==> config.mk <==
export PLATFORM = sky130hd
export DESIGN_NAME = lsu_stage_flat
export DESIGN_NICKNAME = d
export VERILOG_FILES = /design/src/rtl/lsu_stage_pkg.sv /design/src/rtl/lsu_stage_if.sv /design/src/rtl/lsu_align.sv /design/src/rtl/lsu_stage.sv /design/src/flat_wrapper.sv
export SDC_FILE = /design/constraint.sdc
export NUM_CORES = 1
export LEC_CHECK = 0
export BUFFER_PORTS_ARGS = -buffer_cell sky130_fd_sc_hd__buf_2
export CAP_MARGIN = 20
export CELL_PAD_IN_SITES_DETAIL_PLACEMENT = 0
export CELL_PAD_IN_SITES_GLOBAL_PLACEMENT = 1
export CORE_ASPECT_RATIO = 0.75
export CORE_UTILIZATION = 32
export DETAILED_ROUTE_END_ITERATION = 16
export PLACE_DENSITY = 0.83
export RECOVER_POWER = 25
export SETUP_SLACK_MARGIN = 0.1
export SYNTH_ARGS = -nofsm -noshare
export SYNTH_HDL_FRONTEND = slang
export SYNTH_SLANG_ARGS = --single-unit
export TNS_END_PERCENT = 10
==> constraint.sdc <==
create_clock -name clk -period 2.55 [get_ports clk]
set_clock_uncertainty 0.2 [all_clocks]
set_input_delay 0.3825 -clock clk [delete_from_list [all_inputs] [get_ports clk]]
set_output_delay 0.3825 -clock clk [all_outputs]
set_load 0.05 [all_outputs]
==> src/rtl/lsu_stage_pkg.sv <==
// Shared definitions for the load/store stage: FSM state encoding and
// the func3 size/sign codes for loads and stores.
package lsu_stage_pkg;

  typedef enum logic [1:0] {
    ST_IDLE = 2'd0,
    ST_REQ  = 2'd1,
    ST_WAIT = 2'd2,
    ST_DONE = 2'd3
  } lsu_state_e;

  localparam logic [2:0] F3_LB  = 3'b000;
  localparam logic [2:0] F3_LH  = 3'b001;
  localparam logic [2:0] F3_LW  = 3'b010;
  localparam logic [2:0] F3_LBU = 3'b100;
  localparam logic [2:0] F3_LHU = 3'b101;
  localparam logic [2:0] F3_SB  = 3'b000;
  localparam logic [2:0] F3_SH  = 3'b001;
  localparam logic [2:0] F3_SW  = 3'b010;

endpackage

==> src/rtl/lsu_stage_if.sv <==
// Data-memory request/response bus between the load/store stage (master)
// and the memory side (slave). The response channel has no backpressure.
interface lsu_stage_if #(
  parameter int XLEN = 32
);
  logic            mem_req_valid;
  logic            mem_req_ready;
  logic [XLEN-1:0] mem_req_addr;
  logic            mem_req_wen;
  logic [XLEN-1:0] mem_req_wdata;
  logic [3:0]      mem_req_wstrb;
  logic            mem_resp_valid;
  logic [XLEN-1:0] mem_resp_rdata;
  logic            mem_resp_err;

  modport master (
    output mem_req_valid, mem_req_addr, mem_req_wen, mem_req_wdata, mem_req_wstrb,
    input  mem_req_ready, mem_resp_valid, mem_resp_rdata, mem_resp_err
  );

  modport slave (
    input  mem_req_valid, mem_req_addr, mem_req_wen, mem_req_wdata, mem_req_wstrb,
    output mem_req_ready, mem_resp_valid, mem_resp_rdata, mem_resp_err
  );
endinterface

==> src/rtl/lsu_align.sv <==
// Combinational lane alignment: shifts store data/strobe onto byte lanes and
// extracts/extends load data from a word-aligned read.
module lsu_align
  import lsu_stage_pkg::*;
#(
  parameter int XLEN = 32
) (
  input  logic [1:0]      i_off,
  input  logic [XLEN-1:0] i_wdata,
  input  logic [3:0]      i_wmask,
  input  logic [XLEN-1:0] i_rdata,
  input  logic [2:0]      i_func3,
  output logic [XLEN-1:0] o_wdata,
  output logic [3:0]      o_wstrb,
  output logic [XLEN-1:0] o_rdata
);

  logic [XLEN-1:0] w_sh;

  // Lanes pushed past the top of the word are dropped; misalignment is not trapped.
  assign o_wstrb = i_wmask << i_off;
  assign o_wdata = i_wdata << {i_off, 3'b000};
  assign w_sh    = i_rdata >> {i_off, 3'b000};

  always_comb begin
    o_rdata = '0;
    case (i_func3)
      F3_LB:   o_rdata = {{(XLEN-8){w_sh[7]}}, w_sh[7:0]};
      F3_LH:   o_rdata = {{(XLEN-16){w_sh[15]}}, w_sh[15:0]};
      F3_LW:   o_rdata = w_sh;
      F3_LBU:  o_rdata = {{(XLEN-8){1'b0}}, w_sh[7:0]};
      F3_LHU:  o_rdata = {{(XLEN-16){1'b0}}, w_sh[15:0]};
      default: o_rdata = '0;
    endcase
  end

endmodule

==> src/rtl/lsu_stage.sv <==
// Load/store pipeline stage: one bus transaction per instruction, then a
// single write-back bundle handed downstream under valid/ready.
//
// state | meaning
// IDLE  | empty, accepting a new bundle from execute
// REQ   | memory request presented, waiting for mem_req_ready
// WAIT  | request accepted, waiting for response (or timeout)
// DONE  | write-back bundle valid, waiting for out_ready
module lsu_stage
  import lsu_stage_pkg::*;
#(
  parameter int XLEN         = 32,
  parameter int RESP_TIMEOUT = 0
) (
  input  logic            clk,
  input  logic            rst,
  input  logic            in_valid,
  output logic            in_ready,
  output logic            out_valid,
  input  logic            out_ready,
  output logic            processing,
  input  logic [XLEN-1:0] pc_i,
  input  logic [XLEN-1:0] inst_i,
  input  logic [XLEN-1:0] alu_out_i,
  input  logic [XLEN-1:0] mem_wdata_i,
  input  logic [3:0]      mem_wmask_i,
  input  logic [2:0]      func3_i,
  input  logic            MemRead_i,
  input  logic            MemWrite_i,
  input  logic            RegWrite_i,
  input  logic            zicsr_i,
  input  logic            ebreak_i,
  input  logic [4:0]      wb_addr_i,
  input  logic [XLEN-1:0] csr_rdata_i,
  lsu_stage_if.master     bus,
  output logic [XLEN-1:0] pc_o,
  output logic [XLEN-1:0] inst_o,
  output logic [XLEN-1:0] wb_data_o,
  output logic            RegWrite_o,
  output logic [4:0]      wb_addr_o,
  output logic            ebreak_o,
  output logic            mem_err_o
);

  localparam int CNT_W = (RESP_TIMEOUT > 1) ? $clog2(RESP_TIMEOUT) : 1;
  localparam logic [CNT_W-1:0] CNT_LOAD = (RESP_TIMEOUT > 0) ? CNT_W'(RESP_TIMEOUT - 1) : '0;

  lsu_state_e r_state, w_next;

  logic [XLEN-1:0]  r_pc, r_inst, r_addr, r_wdata, r_wb_data;
  logic [3:0]       r_wmask;
  logic [2:0]       r_func3;
  logic             r_wen, r_regwrite, r_ebreak, r_mem_err;
  logic [4:0]       r_wb_addr;
  logic [CNT_W-1:0] r_cnt;

  logic            w_accept, w_resp, w_timeout, w_req_valid;
  logic [XLEN-1:0] w_wdata_sh, w_load;
  logic [3:0]      w_wstrb_sh;

  assign w_accept  = in_valid & in_ready;
  assign w_resp    = (r_state == ST_WAIT) & bus.mem_resp_valid;
  // Down-counter loaded on request handshake; reaching zero in WAIT ends the wait.
  assign w_timeout = (RESP_TIMEOUT > 0) && (r_state == ST_WAIT) && !bus.mem_resp_valid
                     && (r_cnt == '0);

  always_ff @(posedge clk) begin
    if (rst) r_state <= ST_IDLE;
    else     r_state <= w_next;
  end

  always_comb begin
    w_next = r_state;
    case (r_state)
      ST_IDLE: if (w_accept) w_next = (MemRead_i | MemWrite_i) ? ST_REQ : ST_DONE;
      ST_REQ:  if (bus.mem_req_ready) w_next = ST_WAIT;
      ST_WAIT: if (w_resp || w_timeout) w_next = ST_DONE;
      ST_DONE: if (out_ready) w_next = ST_IDLE;
      default: w_next = ST_IDLE;
    endcase
  end

  always_comb begin
    in_ready    = !rst && (r_state == ST_IDLE);
    out_valid   = (r_state == ST_DONE);
    w_req_valid = (r_state == ST_REQ);
    processing  = !rst && ((r_state != ST_IDLE) || in_valid);
  end

  always_ff @(posedge clk) begin
    if (rst) begin
      r_pc       <= '0;
      r_inst     <= '0;
      r_addr     <= '0;
      r_wdata    <= '0;
      r_wmask    <= '0;
      r_func3    <= '0;
      r_wen      <= 1'b0;
      r_regwrite <= 1'b0;
      r_ebreak   <= 1'b0;
      r_wb_addr  <= '0;
      r_wb_data  <= '0;
      r_mem_err  <= 1'b0;
      r_cnt      <= '0;
    end else begin
      if (w_accept) begin
        r_pc       <= pc_i;
        r_inst     <= inst_i;
        r_addr     <= alu_out_i;
        r_wdata    <= mem_wdata_i;
        r_wmask    <= mem_wmask_i;
        r_func3    <= func3_i;
        r_wen      <= MemWrite_i;
        r_regwrite <= RegWrite_i;
        r_ebreak   <= ebreak_i;
        r_wb_addr  <= wb_addr_i;
        r_wb_data  <= zicsr_i ? csr_rdata_i : alu_out_i;
        r_mem_err  <= 1'b0;
      end
      if (r_state == ST_REQ && bus.mem_req_ready) r_cnt <= CNT_LOAD;
      else if (r_state == ST_WAIT && r_cnt != '0) r_cnt <= r_cnt - 1'b1;
      if (w_resp) begin
        r_wb_data <= r_wen ? '0 : w_load;
        r_mem_err <= bus.mem_resp_err;
      end else if (w_timeout) begin
        r_wb_data <= '0;
        r_mem_err <= 1'b1;
      end
    end
  end

  lsu_align #(.XLEN(XLEN)) u_align (
    .i_off   (r_addr[1:0]),
    .i_wdata (r_wdata),
    .i_wmask (r_wmask),
    .i_rdata (bus.mem_resp_rdata),
    .i_func3 (r_func3),
    .o_wdata (w_wdata_sh),
    .o_wstrb (w_wstrb_sh),
    .o_rdata (w_load)
  );

  assign bus.mem_req_valid = w_req_valid;
  assign bus.mem_req_addr  = r_addr;
  assign bus.mem_req_wen   = r_wen;
  assign bus.mem_req_wdata = w_wdata_sh;
  assign bus.mem_req_wstrb = r_wen ? w_wstrb_sh : 4'b0000;

  assign pc_o       = r_pc;
  assign inst_o     = r_inst;
  assign wb_data_o  = r_wb_data;
  assign RegWrite_o = r_regwrite & ~r_mem_err;
  assign wb_addr_o  = r_wb_addr;
  assign ebreak_o   = r_ebreak;
  assign mem_err_o  = r_mem_err;

endmodule

==> src/flat_wrapper.sv <==
// flat-port wrapper written by rule: the top's interface ports become plain ports
module lsu_stage_flat import lsu_stage_pkg::*;
#(
  parameter int XLEN         = 32,
  parameter int RESP_TIMEOUT = 0
)
  (clk, rst, in_valid, in_ready, out_valid, out_ready, processing, pc_i, inst_i, alu_out_i, mem_wdata_i, mem_wmask_i, func3_i, MemRead_i, MemWrite_i, RegWrite_i, zicsr_i, ebreak_i, wb_addr_i, csr_rdata_i, pc_o, inst_o, wb_data_o, RegWrite_o, wb_addr_o, ebreak_o, mem_err_o, bus_mem_req_valid, bus_mem_req_addr, bus_mem_req_wen, bus_mem_req_wdata, bus_mem_req_wstrb, bus_mem_req_ready, bus_mem_resp_valid, bus_mem_resp_rdata, bus_mem_resp_err);
  lsu_stage_if #(.XLEN(XLEN)) bus_i ();
  input  logic clk;
  input  logic rst;
  input  logic in_valid;
  output logic in_ready;
  output logic out_valid;
  input  logic out_ready;
  output logic processing;
  input  logic [XLEN-1:0] pc_i;
  input  logic [XLEN-1:0] inst_i;
  input  logic [XLEN-1:0] alu_out_i;
  input  logic [XLEN-1:0] mem_wdata_i;
  input  logic [3:0] mem_wmask_i;
  input  logic [2:0] func3_i;
  input  logic MemRead_i;
  input  logic MemWrite_i;
  input  logic RegWrite_i;
  input  logic zicsr_i;
  input  logic ebreak_i;
  input  logic [4:0] wb_addr_i;
  input  logic [XLEN-1:0] csr_rdata_i;
  output logic [XLEN-1:0] pc_o;
  output logic [XLEN-1:0] inst_o;
  output logic [XLEN-1:0] wb_data_o;
  output logic RegWrite_o;
  output logic [4:0] wb_addr_o;
  output logic ebreak_o;
  output logic mem_err_o;
  output wire logic [$bits(bus_i.mem_req_valid)-1:0] bus_mem_req_valid;
  output wire logic [$bits(bus_i.mem_req_addr)-1:0] bus_mem_req_addr;
  output wire logic [$bits(bus_i.mem_req_wen)-1:0] bus_mem_req_wen;
  output wire logic [$bits(bus_i.mem_req_wdata)-1:0] bus_mem_req_wdata;
  output wire logic [$bits(bus_i.mem_req_wstrb)-1:0] bus_mem_req_wstrb;
  input wire logic [$bits(bus_i.mem_req_ready)-1:0] bus_mem_req_ready;
  input wire logic [$bits(bus_i.mem_resp_valid)-1:0] bus_mem_resp_valid;
  input wire logic [$bits(bus_i.mem_resp_rdata)-1:0] bus_mem_resp_rdata;
  input wire logic [$bits(bus_i.mem_resp_err)-1:0] bus_mem_resp_err;
  assign bus_mem_req_valid = bus_i.mem_req_valid;
  assign bus_mem_req_addr = bus_i.mem_req_addr;
  assign bus_mem_req_wen = bus_i.mem_req_wen;
  assign bus_mem_req_wdata = bus_i.mem_req_wdata;
  assign bus_mem_req_wstrb = bus_i.mem_req_wstrb;
  assign bus_i.mem_req_ready = bus_mem_req_ready;
  assign bus_i.mem_resp_valid = bus_mem_resp_valid;
  assign bus_i.mem_resp_rdata = bus_mem_resp_rdata;
  assign bus_i.mem_resp_err = bus_mem_resp_err;
  lsu_stage #(.XLEN(XLEN), .RESP_TIMEOUT(RESP_TIMEOUT)) u_core (.clk(clk), .rst(rst), .in_valid(in_valid), .in_ready(in_ready), .out_valid(out_valid), .out_ready(out_ready), .processing(processing), .pc_i(pc_i), .inst_i(inst_i), .alu_out_i(alu_out_i), .mem_wdata_i(mem_wdata_i), .mem_wmask_i(mem_wmask_i), .func3_i(func3_i), .MemRead_i(MemRead_i), .MemWrite_i(MemWrite_i), .RegWrite_i(RegWrite_i), .zicsr_i(zicsr_i), .ebreak_i(ebreak_i), .wb_addr_i(wb_addr_i), .csr_rdata_i(csr_rdata_i), .bus(bus_i), .pc_o(pc_o), .inst_o(inst_o), .wb_data_o(wb_data_o), .RegWrite_o(RegWrite_o), .wb_addr_o(wb_addr_o), .ebreak_o(ebreak_o), .mem_err_o(mem_err_o));
endmodule
**Word-level counts from Yosys, hierarchy flattened**

Index checks and enable logic that the tools add are counted.

- RAM bits: 0
- Memories: 0
- ROM bits: 0
- Input bits: 216
- Output and inout port bits: 177
- Bits in latches: 0
- Logic and storage cells: 55
- Bits in registers: 178

- Shifts and indexed selects: 3
- Equality and inequality tests: 11
- Bitwise operators: 5
- Magnitude comparators: 0
- Add/sub/neg operators: 0
- Divide/modulo/power cells: 0
- Reductions and logical operators: 9
- $mul: 0
- Muxes and demuxes: 14

Operators by type and width:

| operator | number |
|---|---|
| 32-bit case mux with 5 select lines | 1 |
| 32-bit 2-to-1 mux | 4 |
| 32-bit by 5-bit << shifter with 32-bit output | 1 |
| 32-bit by 5-bit >> shifter with 32-bit output | 1 |
| 2-bit 2-to-1 mux | 5 |
| 2-bit by 1-bit != test with 1-bit output, second input constant | 4 |
| 2-bit case mux with 4 select lines | 1 |
| 3-bit == test, second input constant | 2 |
| 2-bit == test, second input constant | 2 |
| 4-bit 2-to-1 mux | 1 |
| 4-bit AND reduction | 1 |
| 2-bit nonzero test | 2 |
| 4-bit by 2-bit << shifter with 4-bit output | 1 |
| 1-bit bitwise AND | 3 |
| 3-bit by 1-bit == test with 1-bit output, second input constant | 1 |
| 3-bit by 2-bit == test with 1-bit output, second input constant | 1 |
| 3-bit zero test | 1 |
| 2-bit by 1-bit == test with 1-bit output, second input constant | 1 |
| 1-bit logical AND | 2 |
| 2-bit zero test | 1 |
| 1-bit 2-to-1 mux | 2 |
| 1-bit zero test | 1 |
| 1-bit logical OR | 1 |
| 1-bit inverter | 1 |
| 1-bit bitwise OR | 1 |

**Depth between registers and ports, before layout**

Gate-level depths: netlist of run 1.

- Depth in word-level cells: 5
- Mapped depth: 9
- Gate-level depth less buffers: 6

**Modules after synthesis**

From an unflattened synthesis of run 1, not the netlist that was laid out.

- Cells, all modules: 1080
- Area, all modules: 8914.8 µm²

Modules (own cells, without submodules):

| module | cells an instance | area each (µm²) | sequential area each (µm²) | instances |
|---|---|---|---|---|
| lsu_stage | 870 | 7529.7 | 3563.4 | 1 |
| lsu_align | 210 | 1385.1 | 0.0 | 1 |

**Worst setup path before layout of run 1**

No wires, ideal clock.

- Kind: flip-flop to output port
- From: register u_core.r_addr[0] (netlist: u_core.bus.mem_req_addr[0])
- To: output bus_mem_req_wstrb[1]
- Stages on the path, launching flop included: 6
- Slack: -617 ps
- Buffers on the path: 3
- Data required time: 1967 ps
- Arrival time: 2584 ps
- Path through: dfxtp_1 buf_4 buf_6 buf_2 mux2i_1 nor3b_1

- Word-level cells in the longest chain between the ends: 2

RTL lines:

| what | RTL line | text |
|---|---|---|
| from (decl) | lsu_stage.sv:50 | `logic [XLEN-1:0] r_pc, r_inst, r_addr, r_wdata, r_wb_data;` |
| from (signal assigned) | lsu_stage.sv:109 | `r_addr <= alu_out_i;` |
| 4-bit by 2-bit << shifter with 4-bit output | lsu_align.sv:21 | `assign o_wstrb = i_wmask << i_off;` |
| 4-bit 2-to-1 mux | lsu_stage.sv:147 | `assign bus.mem_req_wstrb = r_wen ? w_wstrb_sh : 4'b0000;` |
| to (decl) | flat_wrapper.sv:40 | `output wire logic [$bits(bus_i.mem_req_wstrb)-1:0] bus_mem_req_wstrb;` |

No other way between the ends.

**Worst setup path in the final report of run 1**

- From: register u_core.r_addr[0] (netlist: u_core.bus.mem_req_addr[0])
- To: output bus_mem_req_wdata[21]

- Word-level cells in the longest chain between the ends: 1

RTL lines:

| what | RTL line | text |
|---|---|---|
| 32-bit by 5-bit << shifter with 32-bit output | lsu_align.sv:22 | `assign o_wdata = i_wdata << {i_off, 3'b000};` |
| to (decl) | flat_wrapper.sv:39 | `output wire logic [$bits(bus_i.mem_req_wdata)-1:0] bus_mem_req_wdata;` |

No other way between the ends.

==> results of run 1 <==
-- power by group through the flow --
stage	logic [mW]	registers [mW]	clock network, mW
finish	5.47	3.81	2.68
global route	5.82	3.88	2.89
CTS	5.55	3.79	2.76
detailed placement	5.37	3.84	0
global placement	5.34	3.82	0
floorplan	2.44	5.36	0
-- final cells by class --
type / instances / area, um2
inverter: 3 / 16.3
tap: 338 / 423
multi-input combinational: 758 / 4210
clock inverter: 11 / 126
timing repair buffer: 559 / 3550
clock buffer: 21 / 460
fill: 2432 / 12600
sequential: 178 / 3570
antenna: 5 / 12.5
-- state kept, by name, summed over array words and instances (netlist names), 2 cells and up --
signal,flops
u_core.r_state,2
u_core.pc_o,32
u_core.wb_addr_o,5
u_core.r_wdata,32
u_core.inst_o,32
u_core.r_wmask,4
u_core.r_func3,3
u_core.wb_data_o,32
u_core.bus.mem_req_addr,32
-- synth_stat cells (all sizes together), types with 5 or more instances --
| master | n | area share |
|---|---|---|
| nand2 | 297 | 0.14 |
| dfxtp | 178 | 0.44 |
| nand3 | 144 | 0.089 |
| mux2i | 82 | 0.10 |
| a21oi | 73 | 0.046 |
| buf | 48 | 0.034 |
| nor2 | 48 | 0.024 |
| clkbuf | 40 | 0.018 |
| o221ai | 24 | 0.026 |
| a211oi | 18 | 0.017 |
| nor2b | 15 | 0.012 |
| and2 | 11 | 0.0085 |
| nor3 | 9 | 0.0062 |
| o21ai | 9 | 0.0055 |
| o2bb2ai | 7 | 0.0075 |
| ha | 5 | 0.0077 |
-- metal layers --
layer / GRT usage / up-vias
li1: - / 4484
met5: 0 / -
met1: 0.279 / 4279
met3: 0.0608 / 47
met4: 0.0880 / 0
met2: 0.394 / 332
-- worst max-delay path, delay by kind of cell (launching register included) --
kind | cells | cell delay, ns
buffers and inverters | 2 | 0.54
flip-flops | 1 | 0.49
AO/OA/AOI/OAI | 1 | 0.10
AND/OR/NAND/NOR | 2 | 0.24
-- repair_timing --
| item | 4_1_cts | 5_1_grt |
|---|---|---|
| gates cloned | 0 | 0 |
| endpoints found under the hold margin | 142 | 0 |
| hold buffers | 142 | 0 |
| pin swaps | 0 | 0 |
| setup endpoints to repair | 9 | 15 |
| gates resized for setup | 1 | 2 |
| buffers inserted | 0 | 0 |
-- cells by family (layout without fill, tap and decap cells) --
group / after synthesis / after routing / synth area share
AND/OR/NAND/NOR: 534 / 534 / 0.287
buffers and inverters: 91 / 594 / 0.0534
other: 0 / 5 / 0
multiplexers: 85 / 85 / 0.108
adder cells (fa/ha/maj): 5 / 5 / 0.00769
AO/OA/AOI/OAI: 134 / 134 / 0.107
flip-flops: 178 / 178 / 0.438
-- worst paths after layout --
path | from | endpoint
worst min-delay path | alu_out_i[1] | u_core.bus.mem_req_addr[1]
worst max register to register | u_core.bus.mem_req_addr[1] | u_core.wb_data_o[25]
worst max-delay path | u_core.bus.mem_req_addr[0] | bus_mem_req_wdata[21]
worst min register to register | u_core.r_wdata[28] | u_core.r_wdata[28]
-- stage by stage --
step	TNS [ns]	instances	cell area, um2
floorplan	-0.550	1027	8200
global placement	0	1694	10500
detailed placement	0	1694	10500
CTS	0	1868	12500
global route	0	1872	12400
finish	0	1873	12400
==> run_summary.xml, run 1 <==
<?xml version="1.0" encoding="UTF-8"?>
<metrics>
  <group name="sta">
    <metric name="final.min_clock_period" unit="ns">2.39</metric>
    <metric name="tightest_hold_margin" unit="ns">0.0193</metric>
    <metric name="fmax" unit="MHz">418</metric>
    <metric name="slew_headroom" unit="">0.436</metric>
    <metric name="worst_pin_slew" unit="ns">0.844</metric>
    <metric name="finalMaxSlewViolations" unit="">0</metric>
    <metric name="rsz0062_at_grt" unit="">true</metric>
    <metric name="post-route-worst-setup-slack" unit="ns">0.159</metric>
    <metric name="final_min_period_over_clock_period" unit="">0.938</metric>
    <metric name="hold_viol" unit="">0</metric>
    <metric name="finalSetupViolCount" unit="">0</metric>
  </group>
  <group name="floorplanning">
    <metric name="floorplan.initialDensity" unit="">0.326</metric>
    <metric name="floorplan.rows" unit="">50</metric>
    <metric name="core_area" unit="um2">25000</metric>
    <metric name="fp.dieArea" unit="um2">26100</metric>
    <metric name="i_o_pins" unit="">393</metric>
    <metric name="die_w" unit="um">186</metric>
    <metric name="die_height" unit="um">140</metric>
  </group>
  <group name="synth">
    <metric name="synth-main-ff-cell" unit="">dfxtp_1</metric>
    <metric name="syn_avg_cell_area" unit="um2">7.92</metric>
    <metric name="netlist_area" unit="um2">8140</metric>
    <metric name="syn_inst" unit="">1027</metric>
    <metric name="synthArstFlopShare" unit="">0</metric>
    <metric name="synth-edff-count" unit="">0</metric>
    <metric name="synth_cell_types" unit="">37</metric>
    <metric name="syn_nets" unit="">1248</metric>
    <metric name="synth_seq_cells" unit="">178</metric>
    <metric name="seq_area_frac_synth" unit="">0.438</metric>
    <metric name="ys_warn_count" unit="">0</metric>
  </group>
  <group name="setup_path">
    <metric name="path_max_fanout" unit="">18</metric>
    <metric name="arrival" unit="ns">1.81</metric>
    <metric name="setup.reg_to_reg.worst_slack" unit="ns">0.35</metric>
    <metric name="cells_traversed_along_the_worst_timing_path" unit="">nor2b_1 -&gt; buf_4 -&gt; nand2_1 -&gt; o21ai_1 -&gt; buf_2</metric>
    <metric name="worstSetupStartpointType" unit="">register</metric>
    <metric name="crit_required" unit="ns">1.97</metric>
    <metric name="worst_setup_path_end_kind" unit="">output port</metric>
    <metric name="number_of_cell_instances_on_the_worst_register_to_register_path" unit="">3</metric>
    <metric name="criticalPathCategory" unit="">register to output port</metric>
    <metric name="critical-path-slowest-cell" unit="">dfxtp_4</metric>
    <metric name="timing.critical_path.slowest_cell_delay" unit="ns">0.49</metric>
  </group>
  <group name="cells_and_area">
    <metric name="finalNetCount" unit="">1738</metric>
    <metric name="most_frequent_standard_cell_in_the_layout_excluding_fill_and_tap_cells" unit="">buf_2</metric>
    <metric name="fin_util" unit="">0.496</metric>
    <metric name="layout.cells.most_common_list" unit="">buf_2 (304), nand2_1 (297), dfxtp_1 (176)</metric>
    <metric name="area_growth_syn_to_layout" unit="%">52.1</metric>
    <metric name="layout-drive-gt1-share" unit="">0.257</metric>
  </group>
  <group name="detailed_routing">
    <metric name="vias_post_dr" unit="">9142</metric>
    <metric name="drt-wirelength-per-cell" unit="um">16.6</metric>
    <metric name="ant_nets" unit="">0</metric>
    <metric name="wl_met3" unit="mm">2.11</metric>
    <metric name="route.layer.met1.wl" unit="mm">13.2</metric>
    <metric name="top_layer" unit="">met4</metric>
    <metric name="vias_per_cell" unit="">4.88</metric>
    <metric name="first_iter_violations" unit="">395</metric>
    <metric name="1st_pass_router_iterations" unit="">4</metric>
    <metric name="detail_route.wirelength" unit="mm">31.0</metric>
    <metric name="met2_wirelength" unit="mm">14.9</metric>
    <metric name="drc" unit="">0</metric>
  </group>
  <group name="clock_tree">
    <metric name="cts_tree" unit="">built</metric>
    <metric name="clkSinkCount" unit="">178</metric>
    <metric name="cts-buffers-inserted" unit="">17</metric>
    <metric name="clk_tree_root_cell" unit="">clkbuf_16</metric>
    <metric name="clock_transition_at_path_regs" unit="ns">0.07</metric>
    <metric name="clk_latency" unit="ns">0.43</metric>
    <metric name="clock_tree.htree_level_count" unit="">4</metric>
    <metric name="clock_path_buffers" unit="">2</metric>
  </group>
  <group name="placed_design">
    <metric name="post-dp-hpwl" unit="mm">21.2</metric>
    <metric name="place_worst_setup_slack" unit="ns">0.321</metric>
    <metric name="gpl.final_weighted_congestion" unit="">0.818</metric>
    <metric name="buffer_ports.inserted" unit="">392</metric>
  </group>
  <group name="power">
    <metric name="power_leakage" unit="nW">5.92</metric>
    <metric name="power.density_cell_area" unit="nW/um2">966</metric>
    <metric name="p_int" unit="mW">6.33</metric>
    <metric name="p_seq_frac" unit="">0.319</metric>
    <metric name="clkPwrFrac" unit="">0.224</metric>
    <metric name="power" unit="mW">12.0</metric>
    <metric name="p_comb_frac" unit="">0.457</metric>
    <metric name="net-switching-power" unit="mW">5.62</metric>
    <metric name="p_sw_frac" unit="">0.470</metric>
    <metric name="vdd_drop_max" unit="mV">0.434</metric>
  </group>
  <group name="global_route">
    <metric name="global_route_wire_length_before_repair" unit="mm">47.1</metric>
    <metric name="gr-total-overflow" unit="">0</metric>
    <metric name="antenna_violations_before_repair" unit="">5</metric>
    <metric name="grt_max_degree" unit="">87</metric>
    <metric name="groute.usage.overall" unit="">0.232</metric>
    <metric name="number_of_global_route_vias_before_repair" unit="">8865</metric>
  </group>
  <group name="job">
    <metric name="drv_cap" unit="">0</metric>
  </group>
  <group name="run_status">
    <metric name="status" unit="">complete, no violations</metric>
  </group>
  <group name="worst_hold_path">
    <metric name="whs_path_depth" unit="">3</metric>
    <metric name="hp-class" unit="">primary input to register</metric>
  </group>
</metrics>
(Power assumes the default switching activity.)
==> inputs of run 2 (changes only) <==
- CORE_ASPECT_RATIO: 0.75 -> 1.2
- clock period: 2.55 -> 2.64 ns (I/O delays scaled with it)
==> run 2 against run 1 <==
Combinational power decreased by 3.8%. Largest power group unchanged. Largest cell class unchanged. Non-clock buffer count decreased by 3. Final cell count decreased by 1.0%. Highest routed layer is now met5. Worst hold slack improved by 0.0023 ns. Clock power increased by 4%. Design area decreased by 0.16%. Via count increased by 0.79%. Sequential share of layout area about the same.
==> run_summary.xml, run 2 (synthesis gave the netlist of run 1 again) <==
<?xml version="1.0" encoding="UTF-8"?>
<metrics>
  <group name="setup_path">
    <metric name="cells_traversed_along_the_worst_timing_path" unit="">buf_4 -&gt; mux2i_1 -&gt; a21oi_2 -&gt; buf_2</metric>
    <metric name="number_of_cell_instances_on_the_worst_register_to_register_path" unit="">7</metric>
    <metric name="timing.critical_path.slowest_cell_delay" unit="ns">0.50</metric>
    <metric name="crit_required" unit="ns">2.04</metric>
    <metric name="criticalPathCategory" unit="">register to output port</metric>
    <metric name="r2r_start" unit="">u_core.r_state[0]</metric>
    <metric name="worst_setup_path_end_kind" unit="">output port</metric>
    <metric name="worstSetupStartpointType" unit="">register</metric>
    <metric name="setup.reg_to_reg.worst_slack" unit="ns">0.57</metric>
    <metric name="arrival" unit="ns">1.90</metric>
    <metric name="path_max_fanout" unit="">21</metric>
    <metric name="critical-path-slowest-cell" unit="">dfxtp_2</metric>
    <metric name="r2r-end" unit="">u_core.wb_data_o[29]</metric>
  </group>
  <group name="sta">
    <metric name="final_min_period_over_clock_period" unit="">0.946</metric>
    <metric name="finalMaxSlewViolations" unit="">0</metric>
    <metric name="finalSetupViolCount" unit="">0</metric>
    <metric name="final.min_clock_period" unit="ns">2.50</metric>
    <metric name="worst_pin_slew" unit="ns">0.719</metric>
    <metric name="tightest_hold_margin" unit="ns">0.0215</metric>
    <metric name="slew_headroom" unit="">0.523</metric>
    <metric name="final.setup.tns" unit="ns">0</metric>
    <metric name="fmax" unit="MHz">400</metric>
    <metric name="hold_viol" unit="">0</metric>
    <metric name="rsz0062_at_grt" unit="">true</metric>
  </group>
  <group name="clock_tree">
    <metric name="cts_tree" unit="">built</metric>
    <metric name="clk_tree_root_cell" unit="">clkbuf_16</metric>
    <metric name="clock_tree.htree_level_count" unit="">4</metric>
    <metric name="clkSinkCount" unit="">178</metric>
    <metric name="clock_path_buffers" unit="">2</metric>
    <metric name="clk_latency" unit="ns">0.43</metric>
    <metric name="cts_setup_buffers" unit="">0</metric>
    <metric name="cts-buffers-inserted" unit="">17</metric>
    <metric name="clock_transition_at_path_regs" unit="ns">0.07</metric>
  </group>
  <group name="floorplanning">
    <metric name="floorplan.initialDensity" unit="">0.328</metric>
    <metric name="die_height" unit="um">177</metric>
    <metric name="die_w" unit="um">148</metric>
    <metric name="fp.dieArea" unit="um2">26100</metric>
    <metric name="core_area" unit="um2">24800</metric>
    <metric name="i_o_pins" unit="">393</metric>
    <metric name="floorplan.rows" unit="">63</metric>
  </group>
  <group name="detailed_routing">
    <metric name="ant_nets" unit="">0</metric>
    <metric name="detail_route.wirelength" unit="mm">31.3</metric>
    <metric name="vias_per_cell" unit="">4.97</metric>
    <metric name="vias_post_dr" unit="">9214</metric>
    <metric name="drc" unit="">0</metric>
    <metric name="drt-wirelength-per-cell" unit="um">16.9</metric>
    <metric name="1st_pass_router_iterations" unit="">5</metric>
    <metric name="first_iter_violations" unit="">425</metric>
  </group>
  <group name="placed_design">
    <metric name="post-dp-hpwl" unit="mm">21.9</metric>
    <metric name="buffer_ports.inserted" unit="">392</metric>
    <metric name="gpl.final_weighted_congestion" unit="">0.876</metric>
  </group>
  <group name="cells_and_area">
    <metric name="num-fill-cells" unit="">2418</metric>
    <metric name="regArea" unit="um2">3570</metric>
    <metric name="most_frequent_standard_cell_in_the_layout_excluding_fill_and_tap_cells" unit="">buf_2</metric>
    <metric name="multi_input_area" unit="um2">4180</metric>
    <metric name="layout.cells.most_common_list" unit="">buf_2 (304), nand2_1 (297), dfxtp_1 (176)</metric>
    <metric name="fin_util" unit="">0.498</metric>
    <metric name="area_growth_syn_to_layout" unit="%">51.8</metric>
    <metric name="finalNetCount" unit="">1735</metric>
    <metric name="layout-drive-gt1-share" unit="">0.250</metric>
  </group>
  <group name="power">
    <metric name="power.density_cell_area" unit="nW/um2">951</metric>
    <metric name="power_leakage" unit="nW">5.93</metric>
    <metric name="power" unit="mW">11.7</metric>
    <metric name="vdd_drop_max" unit="mV">0.434</metric>
  </group>
  <group name="worst_hold_path">
    <metric name="hold_start" unit="">alu_out_i[1]</metric>
    <metric name="hp-class" unit="">primary input to register</metric>
    <metric name="whs_path_depth" unit="">3</metric>
    <metric name="min_delay_worst_endpoint" unit="">u_core.bus.mem_req_addr[1]</metric>
  </group>
  <group name="global_route">
    <metric name="grt_max_degree" unit="">64</metric>
    <metric name="number_of_global_route_vias_before_repair" unit="">9081</metric>
    <metric name="gr-total-overflow" unit="">0</metric>
    <metric name="global_route_wire_length_before_repair" unit="mm">48.0</metric>
    <metric name="antenna_violations_before_repair" unit="">4</metric>
    <metric name="groute.usage.overall" unit="">0.235</metric>
  </group>
  <group name="job">
    <metric name="drv_cap" unit="">0</metric>
  </group>
  <group name="run_status">
    <metric name="status" unit="">complete, no violations</metric>
  </group>
</metrics>
run 2: cell types whose count changed in the layout (fill, tap and decap cells not counted), sizes merged:
cell         before  now
clkinv            4    2
inv               7    6
bufinv            2    4
clkbuf          109  110
dlygate4sd3     142  140
buf             329  328
diode             5    2
run 2: report_power, final:
| part | leakage [nW] | switching, mW | total (mW) | internal (mW) |
|---|---|---|---|---|
| Clock | 0.307 | 1.13 | 2.79 | 1.65 |
| Combinational | 4.16 | 3.86 | 5.26 | 1.39 |
| Sequential | 1.46 | 0.424 | 3.70 | 3.28 |
run 2: worst max-delay path: cells and delay by family, from the launching register on:
family,cells,cell delay [ns]
buffers and inverters,2,0.56
DFF,1,0.50
muxes,1,0.33
AOI/OAI and AO/OA,1,0.08
run 2: how the worst max path moves through the flow:
stage                               start               endpoint  slack, ns  cells past startpoint
2_1_floorplan  u_core.bus.mem_req_addr[0]  bus_mem_req_wdata[25]      -0.18                      5
3_3_place_gp                          rst   u_core.wb_data_o[29]       0.61                      7
3_5_place_dp                          rst   u_core.wb_data_o[25]       0.57                      7
4_1_cts        u_core.bus.mem_req_addr[1]  bus_mem_req_wdata[29]       0.13                      4
5_1_grt        u_core.bus.mem_req_addr[1]  bus_mem_req_wdata[21]       0.04                      4
6_report       u_core.bus.mem_req_addr[1]  bus_mem_req_wdata[29]       0.14                      4
run 2: layout make-up:
type	count	area share
Antenna cell	2	0.000405
Clock buffer	22	0.0376
Clock inverter	10	0.0141
Inverter	3	0.00111
Multi-Input combinational cell	758	0.338
Sequential cell	178	0.289
Tap cell	325	0.0329
Timing Repair Buffer	556	0.287
run 2: stage by stage:
| step | std cells | cell area [um2] | setup slack [ns] |
|---|---|---|---|
| floorplan | 1027 | 8160 | -0.176 |
| global placement | 1680 | 10400 | 0.614 |
| detailed placement | 1680 | 10400 | 0.566 |
| CTS | 1852 | 12500 | 0.131 |
| global route | 1853 | 12400 | 0.0352 |
| finish | 1854 | 12400 | 0.142 |
run 2: per-layer routing:
| layer | global-route usage | part of all wire | up-vias | wire length, um |
|---|---|---|---|---|
| met2 | 0.430 | 0.51 | 393 | 15900 |
| met5 | 0 | 0.00061 | - | 19 |
| met3 | 0.0503 | 0.069 | 67 | 2150 |
| met4 | 0.101 | 0.031 | 4 | 962 |
| met1 | 0.262 | 0.39 | 4279 | 12300 |
| li1 | - | - | 4471 | - |
run 2: repair_timing:
| item | 4_1_cts | 5_1_grt |
|---|---|---|
| hold endpoints to repair | 140 | 0 |
| hold buffers | 140 | 0 |
| gates resized for setup | 0 | 1 |
| setup endpoints to repair | 0 | 23 |
